### src/rtl/handshake_buffer_pkg.sv
// Shared helpers and mode constants for handshake_buffer.
// The optional flush port is enabled with HANDSHAKE_BUFFER_FLUSH_EN.
package handshake_pkg;

    localparam int MODE_HALF = 0;
    localparam int MODE_FULL = 1;

    function automatic int levelWidth(input int depth);
        return $clog2(depth + 1);
    endfunction

    // At least one bit so a single-entry buffer still has a legal pointer.
    function automatic int ptrWidth(input int depth);
        return (depth > 2) ? $clog2(depth) : 1;
    endfunction

endpackage

### src/rtl/handshake_buffer_if.sv
// Valid/ready bus between an upstream producer, the buffer and a downstream consumer.
// The flush signal exists only when HANDSHAKE_BUFFER_FLUSH_EN is defined.
interface handshake_buffer_if #(
    parameter int W  = 16,
    parameter int LW = 2
);
    logic          inValid;
    logic          inReady;
    logic [W-1:0]  dIn;
    logic          outValid;
    logic          outReady;
    logic [W-1:0]  dOut;
    logic [LW-1:0] levelOut;
`ifdef HANDSHAKE_BUFFER_FLUSH_EN
    logic          flush;

    modport master (output inValid, dIn, outReady, flush,
                    input  inReady, outValid, dOut, levelOut);
    modport slave  (input  inValid, dIn, outReady, flush,
                    output inReady, outValid, dOut, levelOut);
`else
    modport master (output inValid, dIn, outReady,
                    input  inReady, outValid, dOut, levelOut);
    modport slave  (input  inValid, dIn, outReady,
                    output inReady, outValid, dOut, levelOut);
`endif
endinterface

### src/rtl/handshake_buffer_ctrl.sv
// Pointer, occupancy and ready/valid generation for handshake_buffer; no data path.
// Synchronous flush is compiled in with HANDSHAKE_BUFFER_FLUSH_EN.
module handshake_buffer_ctrl
    import handshake_pkg::*;
#(
    parameter int DEPTH = 2,
    parameter int FULL  = MODE_FULL,
    parameter int PW    = ptrWidth(DEPTH),
    parameter int LW    = levelWidth(DEPTH)
) (
    input  logic          clk,
    input  logic          rst,
    input  logic          up_valid,
    output logic          up_ready,
    output logic          dn_valid,
    input  logic          dn_ready,
`ifdef HANDSHAKE_BUFFER_FLUSH_EN
    input  logic          flush,
`endif
    output logic          push,
    output logic [PW-1:0] wr_ptr,
    output logic [PW-1:0] rd_ptr,
    output logic [LW-1:0] level
);

    logic          ready_init;
    logic [LW-1:0] count;
    logic          ready_raw;
    logic          valid_raw;
    logic          clear;
    logic          pop;

    // Half mode parks both pointers on entry 0.
    function automatic logic [PW-1:0] ptr_next(input logic [PW-1:0] p);
        if (FULL == MODE_HALF || p == PW'(DEPTH - 1))
            return '0;
        return p + 1'b1;
    endfunction

    generate
        if (FULL == MODE_FULL) begin : g_full
            assign ready_raw = ready_init && (count != LW'(DEPTH));
        end else begin : g_half
            assign ready_raw = ready_init && (count == '0);
        end
    endgenerate

    assign valid_raw = (count != '0);

`ifdef HANDSHAKE_BUFFER_FLUSH_EN
    assign clear = flush;
`else
    assign clear = 1'b0;
`endif

    assign up_ready = ready_raw && !clear;
    assign dn_valid = valid_raw && !clear;
    assign push     = up_valid && up_ready;
    assign pop      = dn_valid && dn_ready;
    assign level    = count;

    always_ff @(posedge clk or posedge rst) begin
        if (rst) begin
            ready_init <= 1'b0;
            count      <= '0;
            wr_ptr     <= '0;
            rd_ptr     <= '0;
        end else begin
            ready_init <= 1'b1;
            if (clear) begin
                count  <= '0;
                wr_ptr <= '0;
                rd_ptr <= '0;
            end else begin
                if (push)
                    wr_ptr <= ptr_next(wr_ptr);
                if (pop)
                    rd_ptr <= ptr_next(rd_ptr);
                if (push && !pop)
                    count <= count + 1'b1;
                else if (pop && !push)
                    count <= count - 1'b1;
            end
        end
    end

endmodule

### src/rtl/handshake_buffer.sv
// Registered valid/ready buffer of DEPTH entries with fill level; storage and head mux.
// Optional synchronous flush via HANDSHAKE_BUFFER_FLUSH_EN.
module handshake_buffer
    import handshake_pkg::*;
#(
    parameter int W     = 16,
    parameter int DEPTH = 2,
    parameter int FULL  = MODE_FULL
) (
    input logic              clk,
    input logic              rst,
    handshake_buffer_if.slave bus
);

    localparam int LW = levelWidth(DEPTH);
    localparam int PW = ptrWidth(DEPTH);

    generate
        if (DEPTH < 1) begin : g_bad_depth
            $error("handshake_buffer: DEPTH must be at least 1");
        end
        if (FULL == MODE_FULL && DEPTH < 2) begin : g_bad_full
            $error("handshake_buffer: full-throughput mode needs DEPTH >= 2");
        end
    endgenerate

    logic [W-1:0]  mem [DEPTH];
    logic          push;
    logic [PW-1:0] wr_ptr;
    logic [PW-1:0] rd_ptr;
    logic [LW-1:0] level;

    handshake_buffer_ctrl #(
        .DEPTH (DEPTH),
        .FULL  (FULL),
        .PW    (PW),
        .LW    (LW)
    ) u_ctrl (
        .clk      (clk),
        .rst      (rst),
        .up_valid (bus.inValid),
        .up_ready (bus.inReady),
        .dn_valid (bus.outValid),
        .dn_ready (bus.outReady),
`ifdef HANDSHAKE_BUFFER_FLUSH_EN
        .flush    (bus.flush),
`endif
        .push     (push),
        .wr_ptr   (wr_ptr),
        .rd_ptr   (rd_ptr),
        .level    (level)
    );

    always_ff @(posedge clk or posedge rst) begin
        if (rst) begin
            for (int i = 0; i < DEPTH; i++)
                mem[i] <= '0;
        end else if (push) begin
            mem[wr_ptr] <= bus.dIn;
        end
    end

    assign bus.dOut     = mem[rd_ptr];
    assign bus.levelOut = level;

endmodule
### src/flat_wrapper.sv
// flat-port wrapper written by rule: the top's interface ports become plain ports
module handshake_buffer_flat import handshake_pkg::*;
#(
    parameter int W     = 16,
    parameter int DEPTH = 2,
    parameter int FULL  = MODE_FULL
)
  (clk, rst, bus_inValid, bus_dIn, bus_outReady, bus_inReady, bus_outValid, bus_dOut, bus_levelOut);
  handshake_buffer_if #(.W(W)) bus_i ();
  input logic clk;
  input logic rst;
  input wire logic [$bits(bus_i.inValid)-1:0] bus_inValid;
  input wire logic [$bits(bus_i.dIn)-1:0] bus_dIn;
  input wire logic [$bits(bus_i.outReady)-1:0] bus_outReady;
  output wire logic [$bits(bus_i.inReady)-1:0] bus_inReady;
  output wire logic [$bits(bus_i.outValid)-1:0] bus_outValid;
  output wire logic [$bits(bus_i.dOut)-1:0] bus_dOut;
  output wire logic [$bits(bus_i.levelOut)-1:0] bus_levelOut;
  assign bus_i.inValid = bus_inValid;
  assign bus_i.dIn = bus_dIn;
  assign bus_i.outReady = bus_outReady;
  assign bus_inReady = bus_i.inReady;
  assign bus_outValid = bus_i.outValid;
  assign bus_dOut = bus_i.dOut;
  assign bus_levelOut = bus_i.levelOut;
  handshake_buffer #(.W(W), .DEPTH(DEPTH), .FULL(FULL)) u_core (.clk(clk), .rst(rst), .bus(bus_i));
endmodule
### config.mk
export PLATFORM = sky130hd
export DESIGN_NAME = handshake_buffer_flat
export DESIGN_NICKNAME = d
export VERILOG_FILES = /design/src/rtl/handshake_buffer_pkg.sv /design/src/rtl/handshake_buffer_if.sv /design/src/rtl/handshake_buffer_ctrl.sv /design/src/rtl/handshake_buffer.sv /design/src/flat_wrapper.sv
export SDC_FILE = /design/constraint.sdc
export NUM_CORES = 1
export LEC_CHECK = 0
export BUFFER_PORTS_ARGS = -buffer_cell sky130_fd_sc_hd__buf_2
export CORE_UTILIZATION = 50
export DETAILED_ROUTE_END_ITERATION = 6
export GPL_TIMING_DRIVEN = 0
export PLACE_DENSITY = 0.72
export SLEW_MARGIN = 30
export SYNTH_ARGS = -nofsm -noshare
export SYNTH_HDL_FRONTEND = slang
export SYNTH_HIERARCHICAL = 1
export SYNTH_SLANG_ARGS = --single-unit
### constraint.sdc
create_clock -name clk -period 1.91 [get_ports clk]
set_input_delay 0 -clock clk [delete_from_list [all_inputs] [get_ports clk]]
set_output_delay 0 -clock clk [all_outputs]
set_load 0.005 [all_outputs]
==> results of run 1 <==
## stage by stage
step	cell area, sq um	hold slack [ns]	util [%]	power (uW)
5_1_grt	2170	0.0203	69.2	3500
4_1_cts	2170	0.0257	69.2	3290
6_report	2170	0.0445	69.2	3240
3_3_place_gp	1930	-0.0882	61.7	2780
3_5_place_dp	1930	-0.0737	61.7	2840
2_1_floorplan	1680	-0.221	-	2370
## timing repair
action                                 CTS  global route
setup buffers                            0             0
endpoints found under the hold margin   70             0
hold buffers                            18             0
## synthesized netlist by cell type
cell type   n
and2_1      1
nand2_1     1
mux2_2     38
nand2_2     1
nand2b_1    1
xor2_2      1
buf_2       2
or2_1       1
dfrtp_1    37
nor2b_4     1
and3_4      1
mux2_4     10
xnor2_1     2
xor2_1      2
buf_6       3
nor2_1      1
conb_1      1
ha_1        1
inv_1       2
## power groups by stage
stage,clock network (uW),logic (uW),registers (uW)
after floorplan,0,1020,1350
after global placement,0,1400,1380
after detailed placement,0,1430,1410
after CTS,427,1470,1390
after global routing,464,1590,1440
final,405,1450,1390
## area by class of cell
type                       count  area (sq um)
buffer                         5          43.8
clock buffer                   7          55.1
fill                         237           962
inverter                       2          7.51
multi-input combinational     63           703
sequential                    37           926
tap                           44          55.1
timing repair buffer          57           375
## critical path, stage by stage (launching register included)
cell	delay [ns]
dfrtp_1	0.37
buf_2	0.21
buf_2	0.31
mux2_2	0.38
buf_2	0.13
## layer usage
layer	GRT usage [%]	share of wire [%]	up-vias
li1	-	-	493
met1	23.9	46	506
met2	31.0	47	28
met3	6.49	5.2	6
met4	7.97	1.8	0
met5	0	0	-
## registers in the layout (all words and copies together), names as in the netlist
name / cells
u_core/u_ctrl/level: 2
u_core/u_ctrl/wr_ptr: 1
u_core/mem: 32
u_core/u_ctrl/ready_init: 1
u_core/u_ctrl/rd_ptr: 1
## kinds of logic after synthesis
logic type | Yosys count
muxes | 48
DFF | 37
and+or+nand+nor | 8
buffers and inverters | 7
xor gates and xnor gates | 5
adders and majority gates | 1
other | 1
## final timing paths
check | to | slack [ns] | cells after the start
worst min register to register | u_core/u_ctrl/rd_ptr | 0.49 | 1
worst min-delay path | u_core/u_ctrl/wr_ptr | 0.04 | 3
min in group asynchronous | u_core/u_ctrl/level[1] | 0.11 | 3
worst max-delay path | bus_dOut[2] | 0.17 | 4
worst max register to register | u_core/mem[18] | 0.19 | 6
max in group asynchronous | u_core/mem[15] | 1.18 | 3
==> metrics, run 1 <==
worst-margin pin slew=0.655 ns; Post-Route WL=2910 um; top cell type's share of synthesized area=55.1%; Die Area=3600 sq um; Yosys reg bits=37; Final GP Congestion=0.617; vias in the first global route=1059; CP required=1.91 ns; DR DRC count=0; Tot GR Track Use=19.3%; WL/cell=13.6 um; # Max-Cap Violations=0; clock share of power=12.5%; DRT iter0 DRCs=25; Syn Nets=128; status=complete, no violations; synth unique cells=19; final setup vio count=0; Synth Area in Simple Gates=3.43%; Yosys warnings=6; largest net degree at the start of global routing=33; port bufs=39; Final Critical Period=1.74 ns; largest cells by area after synthesis=dfrtp_1, mux2_2, mux2_4; Setup CP Type=flip-flop to output pin; crit path DAT=1.74 ns; Core Footprint=3130 sq um; Layout Cells excl Fill=215; Worst Setup SP=u_core/u_ctrl/rd_ptr; Via Count=1033; starting density of the core=53.7%; Max clock buf depth=2; Pint=2290 uW; # resized after CTS=0; Syn Std Cell Area=1680 sq um; Nets=192; clk root buf=clkbuf_4; H-tree depth=2; PD cells=1500 nW/um^2; row cnt=20; Fmax achieved=575 MHz; Leakage=0.00102 uW; die span in y=60.0 um; unrepaired setup endpoints after global routing=false; Place WS=0.194 ns; worst r2r src=u_core/u_ctrl/level[0]; HPWL after DPL=1890 um; initial antenna violation count=0; Switch Pwr=951 uW; min-delay src=bus_inValid; slew margin rel.=56.3%; maximum vdd drop=0.792 mV; First-pass DRT Iterations=2; Top Ports=40; Max Slew Vio Count=0; Avg Inst Size Synth=15.7 sq um; global-route wire length before repair=4820 um; Seq/Total Area, Yosys=55.1%; HP Class=input port to flip-flop; later-pin clock latency in the skew report=0.33 ns; CP startpoint kind=flip-flop; Synth Instances=107; remaining global-route overflow=0; combinational power share=44.7%; worst setup margin=0.171 ns; post-synthesis xor/xnor area fraction=3.05%; Num CTS Buffers=5; compound-gate portion of the synthesized area=0%; TNS Setup=0 ns; Period Utilization, post-route=91.0%; post-synthesis mux area share=34.4%; critical path endpoint category=output pin; most frequent cells in the layout=buf_2, mux2_2, dfrtp_1, dlygate4sd3_1, mux2_4; Clock Skew=0.00498 ns; clock slew at reported path FFs=0.09 ns; largest area contributor in the netlist=dfrtp_1; DR vias/cell=4.80; CTS tree=yes; DIE WIDTH=60.0 um; ANT cells=0; Adder-Cell Fraction of Synth Area=0.745%; sequential power share=42.9%; placed instance count=190; most common cell after layout, fill and taps aside=buf_2; clk sink count=37; share of cells above drive strength 1=60.2%; Sw Ratio=29.3%; final hold vios=0; Post-DRT Antenna Nets=0; area grow syn2layout=28.9%; Crit Path Max Fanout=10; main combinational cell family by area after synthesis=multiplexers
(Power assumes the default switching activity.)
==> run 2, diff against run 1 <==
--- a/config.mk
+++ b/config.mk
@@ -6,10 +6,10 @@
 export NUM_CORES = 1
 export LEC_CHECK = 0
 export BUFFER_PORTS_ARGS = -buffer_cell sky130_fd_sc_hd__buf_2
-export CORE_UTILIZATION = 50
+export CORE_UTILIZATION = 40
 export DETAILED_ROUTE_END_ITERATION = 6
 export GPL_TIMING_DRIVEN = 0
-export PLACE_DENSITY = 0.72
+export PLACE_DENSITY = 0.59
 export SLEW_MARGIN = 30
 export SYNTH_ARGS = -nofsm -noshare
 export SYNTH_HDL_FRONTEND = slang
==> run 2 against run 1 <==
Critical path depth increased by 2. Die area up 24%. Clock-buffer cell count down 2. Via count about the same. Total power grew 7.7%. Flip-flop and latch count stayed put. Register-to-register slack better by 0.02 ns. Worst setup slack better by 0.040 ns. Critical endpoint is now u_core/mem[24].
==> metrics, run 2 (synthesis results as in run 1) <==
DR vias/cell=4.70 (-2.2%); ANT cells=0 (unchanged); DR DRC count=0 (unchanged); final hold vios=0 (unchanged); status=complete, no violations; Final Critical Period=1.70 ns (-0.0398 ns); initial antenna violation count=0 (unchanged); remaining global-route overflow=0 (unchanged); share of cells above drive strength 1=61.2% (+0.94 points); hold path endpoint=u_core/u_ctrl/rd_ptr; fin util=54.9% (-14 points); Leakage=0.00104 uW (+1.8%); Post-DRT Antenna Nets=0 (unchanged); critical path endpoint category=flip-flop; port bufs=39 (unchanged); most frequent cells in the layout=buf_2, mux2_2, dfrtp_1, dlygate4sd3_1, mux2_4; Period Utilization, post-route=89.0% (-2.1 points); Tot GR Track Use=16.7% (-2.6 points); Clock Skew=0.00684 ns (+0.00185 ns); Place WS=0.205 ns (+0.0104 ns); worst-case reg-to-reg path depth=6 (unchanged); row cnt=23 (+15%); TNS Setup=0 ns (unchanged); DRT iter0 DRCs=59 (+140%); Die Area=4460 sq um (+24%); clk root buf=clkbuf_8; Max clock buf depth=2 (unchanged); Setup CP Type=flip-flop to flip-flop; later-pin clock latency in the skew report=0.28 ns (-0.05 ns); final setup vio count=0 (unchanged); slew margin rel.=55.1% (-1.2 points); vias in the first global route=1156 (+9.2%); Top Ports=40 (unchanged); starting density of the core=41.7% (-12 points); worst setup margin=0.211 ns (+0.0398 ns); Crit Path Max Fanout=10 (unchanged); CP required=2.07 ns (+0.16 ns); post-layout total power=3490 uW (+7.7%); r2r setup slk=0.21 ns (+0.02 ns); Nets=191 (-0.52%); DIE WIDTH=66.8 um (+11%); most common cell after layout, fill and taps aside=buf_2; WL/cell=14.1 um (+4.3%); Largest register FFs=32 (unchanged); HP Class=input port to flip-flop; largest net degree at the start of global routing=33 (unchanged); global-route wire length before repair=5380 um (+12%); worst r2r src=u_core/u_ctrl/level[0]; min-delay src=bus_outReady; # Max-Cap Violations=0 (unchanged); Num CTS Buffers=5 (unchanged); Core Footprint=4030 sq um (+29%); H-tree depth=2 (unchanged); Post-Route WL=3110 um (+6.8%); Largest Register=u_core/mem; # resized after CTS=0 (unchanged); CP startpoint kind=flip-flop; area grow syn2layout=31.6%; unrepaired setup endpoints after global routing=false; Via Count=1034 (+0.097%); First-pass DRT Iterations=4 (+2); WHS Path Cells=3 (unchanged); Fmax achieved=589 MHz (+2.3%); die span in y=66.8 um (+11%); CTS tree=yes; Final GP Congestion=0.802 (+30%); clk sink count=37 (unchanged); HPWL after DPL=2180 um (+15%); reg2reg end=u_core/mem[24]; clock slew at reported path FFs=0.07 ns (-0.02 ns); maximum vdd drop=0.695 mV (-12%); worst-margin pin slew=0.673 ns (+0.0181 ns); PD cells=1580 nW/um^2 (+5.5%); Max Slew Vio Count=0 (unchanged); crit path DAT=1.86 ns (+0.12 ns)
[run 2: cell types whose count changed in the layout (fill, tap and decap cells not counted), sizes merged]
cell | previous run | this run
bufinv | 0 | 1
clkbuf | 7 | 5
clkinv | 0 | 1
dlygate4sd3 | 18 | 17
[run 2: cell type report]
type | instances | area, sq um
multi-input combinational | 63 | 703
fill | 348 | 1820
clock inverter | 2 | 35.0
tap | 50 | 62.6
buffer | 5 | 43.8
inverter | 2 | 7.51
sequential | 37 | 926
timing repair buffer | 56 | 365
clock buffer | 5 | 68.8
[run 2: worst max-delay path by stage]
stage	from	endpoint	cells past startpoint
2_1_floorplan	u_core/u_ctrl/level[0]	u_core/mem[16]	6
3_3_place_gp	u_core/u_ctrl/level[0]	u_core/mem[16]	6
3_5_place_dp	u_core/u_ctrl/level[0]	u_core/mem[24]	6
4_1_cts	u_core/u_ctrl/level[0]	u_core/mem[24]	6
5_1_grt	u_core/u_ctrl/level[0]	u_core/mem[24]	6
6_report	u_core/u_ctrl/level[0]	u_core/mem[24]	6
[run 2: critical path: stages (launching register included)]
cell	delay [ns]
dfrtp_1	0.42
nand2b_1	0.15
and3_4	0.23
nor2b_4	0.15
buf_6	0.14
buf_6	0.19
mux2_4	0.32
[run 2: metrics by stage]
stage	hold WS (ns)	instance area (sq um)	instances
after CTS	0.00519	2210	220
after global routing	0.0226	2210	220
final	0.00938	2210	220
after detailed placement	-0.0679	1940	196
after floorplan	-0.221	1680	107
after global placement	-0.0884	1940	196
[run 2: layer usage]
layer | track usage, % | share of wire (%) | wire length [um] | vias to the layer above
li1 | - | - | - | 492
met1 | 20.9 | 45 | 1390 | 515
met2 | 27.8 | 51 | 1580 | 23
met3 | 3.77 | 3.3 | 102 | 4
met4 | 6.65 | 1.2 | 36 | 0
met5 | 0 | 0 | 0 | -
[run 2: timing repair]
action                                 4_1_cts  5_1_grt
hold buffers                                17        0
endpoints found under the hold margin       69        0
setup buffers                                0        0
[run 2: report_power, final]
group	switching (uW)	total (uW)	internal [uW]
clock	254	634	379
sequential	224	1400	1180
combinational	515	1460	942
total	994	3490	2500
